[src/rtl/spi_dma_pkg.sv]
// Shared types and helpers for the SPI DMA request controller.
// Latency: n/a (types and pure functions only).
// Backpressure: n/a.
package spi_dma_pkg;

  typedef enum logic [1:0] {
    IDLE    = 2'd0,
    REQ     = 2'd1,
    HOLDOFF = 2'd2
  } dma_state_e;

  // Width needed to hold a FIFO occupancy of 0..depth inclusive.
  function automatic int lvl_width(input int depth);
    return $clog2(depth + 1);
  endfunction

  // Burst request condition for one channel. Levels above depth are clamped
  // to depth (treated as full), so free space can never go negative.
  function automatic logic req_cond(input logic is_rx, input int depth,
                                    input int level, input int watermark,
                                    input int beats);
    int lvl_c;
    int free_c;
    lvl_c  = (level > depth) ? depth : level;
    free_c = depth - lvl_c;
    if (is_rx) begin
      return (lvl_c >= beats) && (lvl_c >= watermark);
    end
    return (free_c >= beats) && (lvl_c <= watermark);
  endfunction

endpackage

[src/rtl/spi_dma_ch.sv]
// One DMA request channel: IDLE/REQ/HOLDOFF FSM, beat counter, sticky error.
// Latency: request 1 cycle after condition; req drops / done pulses 1 cycle after last ack.
// Backpressure: level-held req; acks may arrive back-to-back or with gaps.
// Ports: clk/rst_n; ch_en_i, fifo_level_i, watermark_i, burst_len_i (config);
//        dma_ack_i, err_clr_i (inputs); dma_req_o, burst_done_o, err_ack_o (registered).
module spi_dma_ch
  import spi_dma_pkg::*;
#(
  parameter bit IS_RX      = 1'b0,
  parameter int FIFO_DEPTH = 16,
  parameter int BURST_W    = 4,
  parameter int LVL_W      = 5
) (
  input  logic               clk,
  input  logic               rst_n,
  input  logic               ch_en_i,
  input  logic [LVL_W-1:0]   fifo_level_i,
  input  logic [LVL_W-1:0]   watermark_i,
  input  logic [BURST_W-1:0] burst_len_i,
  input  logic               dma_ack_i,
  input  logic               err_clr_i,
  output logic               dma_req_o,
  output logic               burst_done_o,
  output logic               err_ack_o
);

  dma_state_e         state_q, state_d;
  logic [BURST_W-1:0] cnt_q, cnt_d;
  logic               req_q, req_d;
  logic               done_q, done_d;
  logic               err_q, err_d;
  logic               start_ok;

  // Beats are burst_len + 1, evaluated at full integer width so the
  // maximum burst_len does not wrap.
  assign start_ok = ch_en_i &&
                    req_cond(IS_RX, FIFO_DEPTH, int'(fifo_level_i),
                             int'(watermark_i), int'(burst_len_i) + 1);

  always_comb begin
    state_d = state_q;
    cnt_d   = cnt_q;
    done_d  = 1'b0;
    err_d   = err_q;
    // Clear first so a same-cycle spurious ack below takes priority.
    if (err_clr_i) err_d = 1'b0;
    unique case (state_q)
      IDLE: begin
        if (dma_ack_i) err_d = 1'b1;
        if (start_ok) begin
          state_d = REQ;
          cnt_d   = burst_len_i;
        end
      end
      REQ: begin
        if (dma_ack_i) begin
          // Counter at zero marks the final beat; it never decrements past it.
          if (cnt_q == '0) begin
            state_d = HOLDOFF;
            done_d  = 1'b1;
          end else begin
            cnt_d = cnt_q - BURST_W'(1);
          end
        end
      end
      HOLDOFF: begin
        // One dead cycle so fifo_level reflects the last beat before re-evaluation.
        if (dma_ack_i) err_d = 1'b1;
        state_d = IDLE;
      end
      default: state_d = IDLE;
    endcase
    req_d = (state_d == REQ);
  end

  always_ff @(posedge clk or negedge rst_n) begin
    if (!rst_n) begin
      state_q <= IDLE;
      cnt_q   <= '0;
      req_q   <= 1'b0;
      done_q  <= 1'b0;
      err_q   <= 1'b0;
    end else begin
      state_q <= state_d;
      cnt_q   <= cnt_d;
      req_q   <= req_d;
      done_q  <= done_d;
      err_q   <= err_d;
    end
  end

  assign dma_req_o    = req_q;
  assign burst_done_o = done_q;
  assign err_ack_o    = err_q;

endmodule

[src/rtl/spi_dma_req_ctrl.sv]
// Multi-channel DMA burst request controller driven by FIFO level and watermark.
// Latency: request 1 cycle after condition; req drops / done pulses 1 cycle after last ack.
// Backpressure: per-channel level-held dma_req; independent channels, no arbitration.
// Ports: clk/rst_n; ch_en, fifo_level, watermark, burst_len (packed per channel);
//        dma_ack, err_clr (per channel); dma_req, burst_done, err_ack (registered).
module spi_dma_req_ctrl
  import spi_dma_pkg::*;
#(
  parameter  int                NUM_CH     = 2,
  parameter  logic [NUM_CH-1:0] CH_IS_RX   = 2'b10,
  parameter  int                FIFO_DEPTH = 16,
  parameter  int                BURST_W    = 4,
  localparam int                LVL_W      = lvl_width(FIFO_DEPTH)
) (
  input  logic                      clk,
  input  logic                      rst_n,
  input  logic [NUM_CH-1:0]         ch_en,
  input  logic [NUM_CH*LVL_W-1:0]   fifo_level,
  input  logic [NUM_CH*LVL_W-1:0]   watermark,
  input  logic [NUM_CH*BURST_W-1:0] burst_len,
  output logic [NUM_CH-1:0]         dma_req,
  input  logic [NUM_CH-1:0]         dma_ack,
  output logic [NUM_CH-1:0]         burst_done,
  output logic [NUM_CH-1:0]         err_ack,
  input  logic [NUM_CH-1:0]         err_clr
);

  for (genvar g = 0; g < NUM_CH; g++) begin : g_ch
    spi_dma_ch #(
      .IS_RX      (CH_IS_RX[g]),
      .FIFO_DEPTH (FIFO_DEPTH),
      .BURST_W    (BURST_W),
      .LVL_W      (LVL_W)
    ) u_ch (
      .clk          (clk),
      .rst_n        (rst_n),
      .ch_en_i      (ch_en[g]),
      .fifo_level_i (fifo_level[g*LVL_W +: LVL_W]),
      .watermark_i  (watermark[g*LVL_W +: LVL_W]),
      .burst_len_i  (burst_len[g*BURST_W +: BURST_W]),
      .dma_ack_i    (dma_ack[g]),
      .err_clr_i    (err_clr[g]),
      .dma_req_o    (dma_req[g]),
      .burst_done_o (burst_done[g]),
      .err_ack_o    (err_ack[g])
    );
  end

endmodule

[config.mk]
export PLATFORM = sky130hd
export DESIGN_NAME = spi_dma_req_ctrl
export DESIGN_NICKNAME = d
export VERILOG_FILES = /design/src/rtl/spi_dma_pkg.sv /design/src/rtl/spi_dma_ch.sv /design/src/rtl/spi_dma_req_ctrl.sv
export SDC_FILE = /design/constraint.sdc
export NUM_CORES = 1
export LEC_CHECK = 0
export BUFFER_PORTS_ARGS = -buffer_cell sky130_fd_sc_hd__buf_2
export CORE_ASPECT_RATIO = 1.1
export CORE_MARGIN = 2
export CORE_UTILIZATION = 48
export DETAILED_ROUTE_END_ITERATION = 7
export GPL_TIMING_DRIVEN = 1
export MAX_ROUTING_LAYER = met4
export PLACE_DENSITY_LB_ADDON = 0.1
export REMOVE_ABC_BUFFERS = 1
export SLEW_MARGIN = 40
export SYNTH_ARGS = -nofsm -noshare
export SYNTH_HDL_FRONTEND = slang
export SYNTH_SLANG_ARGS = --single-unit
[constraint.sdc]
create_clock -name clk -period 1.6 [get_ports clk]
set_input_delay 0.32 -clock clk [delete_from_list [all_inputs] [get_ports clk]]
set_output_delay 0.32 -clock clk [all_outputs]
set_load 0.01 [all_outputs]
==> flow_metrics.tcl <==
set metrics [dict create \
    status "complete, but fails checks" \
    violations "DRC, setup timing" \
    cpMaxStageDelayCell "or3_4" \
    holdCritPathClass "input pin to flip-flop" \
    worst_hold_slack_ns 0.177 \
    totalWireLength_um 4170 \
    met2_wl_um 2210 \
    setup-violations-final 8 \
    global_route.usage.total_pct 22.8 \
    required_ns 1.81 \
    post_synthesis_sequential_element_count 18 \
    dominant_register_cell_in_the_synthesized_netlist "dfrtp_1" \
    synthCells 185 \
    die_area_sq_um 3790 \
    synth-edff-count 0 \
    remaining_drc_errors 5 \
    detailedRoute.firstIterationViolations 70 \
    seq_area_sq_um 450 \
    cp_data_arrival_time_ns 2.48 \
    finalCritPeriodShare_pct 142 \
    path_common_cell "ha_4" \
    filler_cell_count 222 \
    layout.cell_area.non_filler_sq_um 2360 \
    finalCriticalPeriod_ns 2.27 \
    vertical_die_dimension_um 64.4 \
    origin_of_the_critical_flop_to_flop_path "g_ch[1].u_ch.cnt_q[0]$_DFFE_PN0P_" \
    num-nets-final 323 \
    min_from "err_clr[0]" \
    clockRootBuffer "clkbuf_4" \
    netlist-cell-type-count 38 \
    worstPathCellList "buf_8, inv_8, nand2_4, ha_4, or3b_1, ha_1, inv_2, ha_4, nand2_2, o211ai_1, a31oi_2, or3_4, o311ai_2" \
    dr_top_layer "met4" \
    crit_type "input pin to flip-flop" \
    grt_setup_unrepaired "yes" \
    area_added_between_synthesis_and_finish_pct 48.6 \
    power-per-cell-area_nw_per_um2 1080 \
    mostFrequentLayoutCell "buf_4" \
    row_count 21 \
    cts-htree-levels 1 \
    grt_antenna_before_repair 0 \
    place_hpwl_um 2840 \
    pre_cts_ws_ns -1.10 \
    yosysWarningCount 0 \
    route.layer.met1.wl_um 1710 \
    finalCoreUtilization_pct 76.3 \
    end_kind "flip-flop" \
    clock_tree_from_tritoncts "yes" \
    tritoncts.num_buffers 3 \
    max_freq_mhz 440 \
    wl_per_cell_um 14.2 \
    p_leak_uw 0.00123 \
    vias 1653 \
    origin_of_the_worst_setup_path "fifo_level[4]" \
    post_synth.cell_area_avg_sq_um 8.60 \
    routabilityCongestion 0.956 \
    cts-root-to-sink-buffers 2 \
    most_frequent_cells_in_the_layout "buf_4 (37), buf_2 (35), ha_1 (22)" \
    worstSkewPairLatency_ns 0.30 \
    drt-vias-per-instance 5.62 \
    clock_skew_ns 0.00213 \
    synth_area_sq_um 1590 \
    width_of_the_chip_um 58.9 \
    async_flop_share_pct 100 \
    antenna_left 0 \
    firstDrtPassIters 8 \
    insertedDiodeCount 0 \
    max-vdd-ir-drop_mv 0.788 \
    setup_tns_after_final_layout_ns -3.86 \
    start_util_pct 51.3 \
    timing.critical_path.slowest_cell_delay_ns 0.38 \
    crit_path_start_kind "input pin" \
    max-slew-margin-rel_pct 66.2 \
    worst_slack_ns -0.673 \
    wl_met3_um 177 \
    grt_first_pass_wirelength_um 6590 \
    max-cap-violations 0 \
    multiInputGateArea_sq_um 1170 \
    worstMarginPinSlew_ns 0.505 \
    clock_slew_at_reported_path_ffs_ns 0.10 \
    worstPathMaxFanout 4 \
    cts.sink_count 18 \
    slew_violations 0 \
    vias_in_the_first_global_route 1588 \
    place_area_sq_um 1990 \
    gr-total-overflow 0 \
    number_of_port_buffers 41 \
    final_hold_viol_count 0 \
    grt_max_degree 19 \
    synth_sequential_area_ratio_pct 28.3 \
    fp.coreArea_sq_um 3100 \
    top_level_ports 42 \
    final_layout_size_suffix_gt1_share_pct 44.6 \
]
-- metal layers --
metal	GRT usage [%]	vias up
met5	-	-
met4	6.82	0
met3	4.25	16
met2	40.6	58
met1	25.3	777
li1	-	802
-- power by group --
part	switching (uW)	leakage (uW)	internal [uW]
Sequential	159	0.000220	636
Combinational	734	0.000990	727
Clock	148	0.0000210	139
-- per-stage QoR --
step | instances | power, uW
6_report | 294 | 2540
5_1_grt | 294 | 2750
4_1_cts | 288 | 2360
3_5_place_dp | 278 | 1970
3_3_place_gp | 278 | 1910
2_1_floorplan | 175 | 1510
-- layout make-up --
type,instances,share of cell area (%)
multi-input cells,134,49.6
repair buffers,81,24.0
flip-flops and latches,18,19.0
inverters,23,3.97
well taps,34,1.80
clock buffers,4,1.53
-- cell usage after synthesis (2+ instances only) --
master	count	area, sq um
o22ai_1	2	12.5
nor2b_1	8	50.1
xor2_1	2	17.5
buf_4	6	45.0
a22oi_1	2	15.0
o211ai_1	3	22.5
nor2_1	8	30.0
nand2b_1	3	18.8
and3_1	4	25.0
a21oi_1	7	35.0
dfrtp_1	18	450
nand3_1	10	50.1
a211oi_1	4	30.0
xnor2_1	4	35.0
o21ai_1	3	15.0
a31oi_1	3	18.8
nand4_1	2	12.5
nor3b_1	3	22.5
a41oi_1	2	17.5
clkbuf_1	3	11.3
ha_1	26	325
inv_1	23	86.3
o21ai_0	5	25.0
a21o_1	5	37.5
mux2i_1	2	20.0
nand2_1	11	41.3
nor3_1	5	25.0
-- state kept, by name, indices dropped and copies added (netlist names) --
name and cells:
g_ch.u_ch.burst_done_o 2, g_ch.u_ch.cnt_q 8, g_ch.u_ch.dma_req_o 2, g_ch.u_ch.err_ack_o 2
g_ch.u_ch.state_q 4
-- timing repair --
action,in CTS,in global routing
endpoints found under the setup margin,12,12
buffers inserted,5,6
gates resized for setup,36,18
pin swaps,13,10
hold buffers,1,0
hold endpoints to repair,18,0
-- final timing paths --
path | endpoint | slack (ns) | cells after the start
min | g_ch[0].u_ch.err_ack_o$_DFF_PN0_ | 0.18 | 2
min reg2reg | g_ch[0].u_ch.state_q[1]$_DFF_PN0_ | 0.51 | 1
max reg2reg | g_ch[1].u_ch.cnt_q[1]$_DFFE_PN0P_ | 0.06 | 6
min in group asynchronous | g_ch[1].u_ch.cnt_q[3]$_DFFE_PN0P_ | 0.46 | 2
max in group asynchronous | g_ch[1].u_ch.cnt_q[2]$_DFFE_PN0P_ | 0.86 | 2
max | g_ch[0].u_ch.cnt_q[0]$_DFFE_PN0P_ | -0.67 | 13
-- worst max-delay path: cells and delay by family --
kind | cells | cell delay, ns
simple gates | 4 | 0.84
fa+ha+maj | 3 | 0.70
compound gates | 3 | 0.45
buf+inv | 3 | 0.18
-- logic make-up (layout without fill, tap and decap cells) --
| kind of cell | Yosys count | in the layout | synth area share, % |
|---|---|---|---|
| AND/OR/NAND/NOR | 57 | 57 | 19.1 |
| adder cells (fa/ha/maj) | 26 | 26 | 20.4 |
| AO/OA/AOI/OAI | 43 | 43 | 18.3 |
| buffers and inverters | 33 | 108 | 9.28 |
| flip-flops | 18 | 18 | 28.3 |
| XOR/XNOR | 6 | 6 | 3.30 |
| multiplexers | 2 | 2 | 1.26 |
No activity file was read; power rests on OpenSTA's default activity.
